**src/rtl/jt51_acc_gen_pkg.sv**
```systemverilog
// ============================================================================
// jt51_acc_gen_pkg
// Shared constants and helpers for the jt51 output accumulator.
//   - default parameter values
//   - slot-index width derivation
//   - signed saturation range check
// Revision: 1.0
// ============================================================================
`default_nettype none

package jt51_acc_gen_pkg;

  localparam int DEF_OPW        = 14;
  localparam int DEF_OUTW       = 16;
  localparam int DEF_NSLOT      = 32;
  localparam int DEF_NOISE_SLOT = 31;
  localparam int NOISE_W        = 10;

  // Bits needed to index one slot of a frame (NSLOT is a power of two).
  function automatic int slot_w(input int nslot);
    return $clog2(nslot);
  endfunction

  // Range check of a sign-extended value against an outw-bit signed range.
  // Returns {above_max, below_min}.
  function automatic logic [1:0] sat_chk(input logic signed [63:0] v, input int outw);
    logic signed [63:0] hi;
    logic signed [63:0] lo;
    hi = (64'sd1 <<< (outw - 1)) - 64'sd1;
    lo = -(64'sd1 <<< (outw - 1));
    return {v > hi, v < lo};
  endfunction

endpackage

`default_nettype wire

```
**src/rtl/jt51_acc_sat.sv**
```systemverilog
// ============================================================================
// jt51_acc_sat
// Combinational signed saturator from IW to OW bits.
// Ports:
//   din  in  IW  signed value
//   dout out OW  din clamped to the OW-bit signed range
// Revision: 1.0
// ============================================================================
`default_nettype none

module jt51_acc_sat
  import jt51_acc_gen_pkg::*;
#(
  parameter int IW = 19,
  parameter int OW = 16
) (
  input  logic signed [IW-1:0] din,
  output logic signed [OW-1:0] dout
);

  generate
    if (IW > OW) begin : g_clamp
      logic signed [63:0] ext;
      logic [1:0]         ovf;

      assign ext = {{(64-IW){din[IW-1]}}, din};
      assign ovf = sat_chk(ext, OW);

      always_comb begin
        if (ovf[1])      dout = {1'b0, {(OW-1){1'b1}}};
        else if (ovf[0]) dout = {1'b1, {(OW-1){1'b0}}};
        else             dout = din[OW-1:0];
      end
    end else begin : g_extend
      // Output is at least as wide as the input: nothing can overflow.
      assign dout = OW'(din);
    end
  endgenerate

endmodule

`default_nettype wire

```
**src/rtl/jt51_acc_gen.sv**
```systemverilog
// ============================================================================
// jt51_acc_gen
// Per-frame left/right accumulator for jt51 operator outputs. Carrier slots
// are summed over a frame of NSLOT slots; on each frame start (zero=1) the
// finished sums are saturated to OUTW bits and presented on left/right with
// a one-cycle sample strobe. A slot counter checks frame alignment and
// raises a sticky sync_err.
// Optional build macro: JT51_ACC_NOISE_EN -- substitutes the noise sample
// (left-aligned) for op_out on slot NOISE_SLOT when ne=1.
// Ports:
//   clk, rst        clock, asynchronous active-high reset
//   zero            cycle carries slot 0 of a frame
//   op_out [OPW]    signed operator output for the current slot
//   acc_en          current slot is a carrier
//   rl [2]          bit0 left enable, bit1 right enable
//   ne, noise [10]  noise enable and signed noise sample
//   left, right     saturated frame sums
//   sample          strobe when left/right update
//   sync_err        sticky frame-alignment error
// Revision: 1.0
// ============================================================================
`default_nettype none

module jt51_acc_gen
  import jt51_acc_gen_pkg::*;
#(
  parameter int OPW        = DEF_OPW,
  parameter int OUTW       = DEF_OUTW,
  parameter int NSLOT      = DEF_NSLOT,
  parameter int NOISE_SLOT = DEF_NOISE_SLOT
) (
  input  logic                     clk,
  input  logic                     rst,
  input  logic                     zero,
  input  logic signed [OPW-1:0]    op_out,
  input  logic                     acc_en,
  input  logic [1:0]               rl,
  input  logic                     ne,
  input  logic signed [NOISE_W-1:0] noise,
  output logic signed [OUTW-1:0]   left,
  output logic signed [OUTW-1:0]   right,
  output logic                     sample,
  output logic                     sync_err
);

  localparam int SLW  = slot_w(NSLOT);
  localparam int ACCW = OPW + SLW;

  logic [SLW-1:0]         cnt;
  logic                   armed;
  logic signed [ACCW-1:0] acc_l;
  logic signed [ACCW-1:0] acc_r;
  logic signed [OPW-1:0]  op_val;
  logic signed [ACCW-1:0] op_ext;
  logic signed [ACCW-1:0] con_l;
  logic signed [ACCW-1:0] con_r;
  logic signed [OUTW-1:0] sat_l;
  logic signed [OUTW-1:0] sat_r;
  logic                   frame_err;

`ifdef JT51_ACC_NOISE_EN
  localparam logic [SLW-1:0] NOISE_IDX = SLW'(NOISE_SLOT);
  assign op_val = (ne && cnt == NOISE_IDX) ? {noise, {(OPW-NOISE_W){1'b0}}} : op_out;
`else
  logic unused_noise;
  assign unused_noise = ^{ne, noise};
  assign op_val       = op_out;
`endif

  assign op_ext = {{SLW{op_val[OPW-1]}}, op_val};
  assign con_l  = (acc_en && rl[0]) ? op_ext : '0;
  assign con_r  = (acc_en && rl[1]) ? op_ext : '0;

  // Alignment is only judged once the first frame start has been seen;
  // before that the counter free-runs from reset and means nothing.
  assign frame_err = armed && (zero ? (cnt != '0) : (cnt == '0));

  jt51_acc_sat #(.IW(ACCW), .OW(OUTW)) u_sat_l (.din(acc_l), .dout(sat_l));
  jt51_acc_sat #(.IW(ACCW), .OW(OUTW)) u_sat_r (.din(acc_r), .dout(sat_r));

  always_ff @(posedge clk or posedge rst) begin
    if (rst) begin
      cnt      <= '0;
      armed    <= 1'b0;
      acc_l    <= '0;
      acc_r    <= '0;
      left     <= '0;
      right    <= '0;
      sample   <= 1'b0;
      sync_err <= 1'b0;
    end else begin
      cnt    <= zero ? SLW'(1) : cnt + 1'b1;
      sample <= zero && armed;
      if (zero) armed <= 1'b1;
      if (frame_err) sync_err <= 1'b1;

      // The accumulator still holds the finished frame on the zero cycle,
      // so it is captured here while the new frame is loaded.
      if (zero && armed) begin
        left  <= sat_l;
        right <= sat_r;
      end

      if (zero) begin
        acc_l <= con_l;
        acc_r <= con_r;
      end else if (armed) begin
        acc_l <= acc_l + con_l;
        acc_r <= acc_r + con_r;
      end
    end
  end

endmodule

`default_nettype wire

```
**config.mk**
```make
export PLATFORM = sky130hd
export DESIGN_NAME = jt51_acc_gen
export DESIGN_NICKNAME = d
export VERILOG_FILES = /design/src/rtl/jt51_acc_gen_pkg.sv /design/src/rtl/jt51_acc_sat.sv /design/src/rtl/jt51_acc_gen.sv
export SDC_FILE = /design/constraint.sdc
export NUM_CORES = 1
export LEC_CHECK = 0
export CELL_PAD_IN_SITES_DETAIL_PLACEMENT = 1
export CELL_PAD_IN_SITES_GLOBAL_PLACEMENT = 1
export CORE_MARGIN = 3
export CORE_UTILIZATION = 46
export CTS_CLUSTER_SIZE = 10
export DETAILED_ROUTE_END_ITERATION = 16
export GPL_ROUTABILITY_DRIVEN = 0
export GPL_TIMING_DRIVEN = 0
export PLACE_DENSITY_LB_ADDON = 0.1
export REMOVE_ABC_BUFFERS = 1
export SETUP_SLACK_MARGIN = 0.3
export SYNTH_ARGS = -nofsm -noshare
export SYNTH_HDL_FRONTEND = slang
export SYNTH_SLANG_ARGS = --single-unit
export TNS_END_PERCENT = 20
```
**constraint.sdc**
```tcl
create_clock -name clk -period 4.3 [get_ports clk]
set_input_delay 1.075 -clock clk [delete_from_list [all_inputs] [get_ports clk]]
set_output_delay 1.075 -clock clk [all_outputs]
set_load 0.005 [all_outputs]
```
==> metrics.cfg <==
[worst_setup_path]
critPathLaunchType=input pin
cp-end-kind=register
cp.required_ns=4.58
slowest_delay_ns=0.49
crit_path_max_fanout=3
critPathKind=input pin to register
crit_arrival_ns=3.99
cp_cell_sequence=clkdlybuf4s50_1 > and3_1 > ha_1 > inv_1 > fa_1 > and2b_1 > o2111ai_1 > a21oi_1 > o211a_1 > nor2_1 > mux2_2 > a311oi_1
slowest_stage=clkdlybuf4s50_1

[grt]
gr-usage-all-layers_pct=25.8
grt_max_degree=59
antenna_found_initial=0
grt_pass1_wl_um=26000
grt_pass1_vias=5175
gr-total-overflow=0

[floorplanning]
dieArea_um2=12500
core_um2=10600
rows=37
initial_core_util_pct=48.4
ios=65
die_h_um=112
die_w_um=112

[finish]
synthToLayoutAreaGrowth_pct=17.0
layout_common_cells=nand2_1 (96), dfrtp_1 (78), o21ai_0 (62)
final_common_cell=nand2_1
final_nets=703
antennaDiodeCount=0
drive_above_1_share_pct=5.02
stdcell_count=773

[sta]
worstMarginPinSlew_ns=1.30
hold_violations=0
finalSetupViolCount=0
slew_violations=0
fin_crit_sh_pct=86.4
fmax_mhz=269
fin_crit_ns=3.71
rsz0062_at_grt=false
fin_hold_ws_ns=0.467
max_slew_margin_pct=13.2
fin_worst_skew_ns=0.0110

[placed_design]
placedCellCount=756
dpl.hpwl_um=10700
portBuffers=53

[run_status]
outcome=completed

[logic_synthesis]
synthesis.area_um2=5130
synth_edf_count=0
yosysSeqAreaShare_pct=38.0
synth_xor_area_share_pct=4.61
synth_seq_cells=78
synth-simple-area-share_pct=18.1
synth-adder-area-share_pct=10.0
ys.flop_type=dfrtp_1
syn_inst=591
netlist-cell-type-count=46
yosys_warnings=0
synth.avg_cell_area_um2=8.68
synthMuxAreaShare_pct=3.46
synth_compound_area_share_pct=22.6
synth_top_family_by_area=compound AO/OA/AOI/OAI gates
synthArstFlopShare_pct=100

[clock_tree]
post_cts_buffers=0
cts.htree.levels=3
clk_pin_slew_worst_paths_ns=0.08
cts_made_buffers=9
cts_tree=yes
clock-sinks=78
clkLatencyLatePin_ns=0.38
clk_path_buf_depth=2
root_buffer=clkbuf_8

[drt]
num_vias=4657
wl_per_cell_um=19.8
drt_iter0_drc=224
postRouteAntennaNets=0
viasPerCell=6.02
routed_wl_um=15300
firstDrtPassIters=4
drc=0

[power_and_ir_drop]
p_int_uw=1490
powerDensity_nw_per_um2=365
pwr-share-comb_pct=28.8
p_clk_share_pct=28.8
seqPwrFrac_pct=42.3
switching_share_pct=32.2
p_leak_uw=0.00303
irDropWorstVdd_mv=0.231
p_sw_uw=705

[flow_run]
maxCapViolations=0

[hold_path]
hp-class=register to register

==> stage by stage <==
stage	cell area [um2]	util (%)	TNS (ns)	power (uW)	setup WS [ns]
3_3_place_gp	5740	54.1	-50.64	1530	-1.04
5_1_grt	6010	56.7	0	2340	0.334
4_1_cts	6000	56.6	0	2220	0.0822
2_1_floorplan	5040	-	0	1290	1.09
3_5_place_dp	5770	54.4	-39.45	1570	-1.17
6_report	6010	56.7	0	2190	0.587
==> worst max-delay path: cells and delay by family <==
family	cells	cell delay, ns
muxes	1	0.27
and+or+nand+nor	3	0.50
adders and majority gates	2	0.55
AOI/OAI and AO/OA	4	1.04
buffers and inverters	2	0.55
==> layout make-up <==
type	count	area, um2
fill	1259	4600
multi-input combinational	470	3030
sequential	78	1950
timing repair buffer	54	559
tap	136	170
clock buffer	12	145
inverter	18	73.8
clock inverter	4	70.1
timing repair inverter	1	5.00
==> cell usage after synthesis, drive strengths merged (2+ instances only) <==
cell type / instances / share of area (%)
a211oi: 5 / 0.73
a21oi: 52 / 5.1
xor2: 8 / 1.4
or3: 5 / 0.61
and3: 29 / 3.5
nand2b: 2 / 0.24
a31oi: 6 / 0.73
xnor2: 19 / 3.2
o21a: 6 / 0.88
a311oi: 3 / 0.51
nand3: 6 / 0.59
nor2b: 5 / 0.61
and4: 2 / 0.34
fa: 2 / 0.78
o31ai: 2 / 0.29
nand2: 97 / 7.1
nand4: 6 / 0.73
inv: 18 / 1.3
o21ai: 64 / 6.4
clkbuf: 23 / 1.7
o2111ai: 2 / 0.34
a221o: 4 / 0.78
a21o: 21 / 3.1
mux2i: 11 / 2.1
a21boi: 2 / 0.29
ha: 38 / 9.3
dfrtp: 78 / 38
nor3: 6 / 0.59
a311o: 2 / 0.39
o211a: 2 / 0.39
a41o: 2 / 0.39
mux2: 6 / 1.3
buf: 2 / 0.15
a2111oi: 2 / 1.1
a22oi: 6 / 0.88
and2: 2 / 0.24
nor4: 2 / 0.24
nor2: 37 / 2.7
and2b: 2 / 0.29
==> repair_timing <==
action / 4_1_cts / 5_1_grt
endpoints found under the setup margin: 48 / 17
resized for setup: 6 / 5
hold buffers: 0 / 0
pin swaps: 0 / 0
gates cloned: 1 / 0
==> routing by layer <==
layer	vias to the layer above	wire [um]	global-route usage (%)	part of all wire [%]
met4	0	315	10.2	2.1
met2	105	7720	44.1	50
met3	30	705	5.82	4.6
met1	2323	6570	31.6	43
li1	2199	-	-	-
met5	-	0	0	0
==> state kept, by name (all words and copies together), names as in the netlist <==
signal and count:
acc_l 19, acc_r 19, left 16, right 16, cnt 5, armed 1
sample 1, sync_err 1
==> final timing paths <==
check	startpoint	to	slack, ns	cells past startpoint
max in group asynchronous	rst	acc_l[5]	2.69	3
min in group asynchronous	rst	right[8]	1.00	2
min reg2reg	left[13]	left[13]	0.47	2
min	left[13]	left[13]	0.47	2
max	op_out[0]	acc_l[18]	0.59	12
max reg2reg	armed	left[2]	0.80	4
==> logic make-up (layout without fill, tap and decap cells) <==
logic type	Yosys count	after routing
AO/OA/AOI/OAI	183	183
XOR/XNOR	27	27
adder cells (fa/ha/maj)	40	40
buffers and inverters	43	89
flip-flops	78	78
multiplexers	17	17
AND/OR/NAND/NOR	203	203
==> power groups by stage <==
stage               combinational (uW)  clock (uW)  sequential (uW)
floorplan                          359           0              928
global placement                   597           0              935
detailed placement                 631           0              942
CTS                                637         651              928
global route                       708         691              945
finish                             631         632              928
No activity file was read; power rests on OpenSTA's default activity.
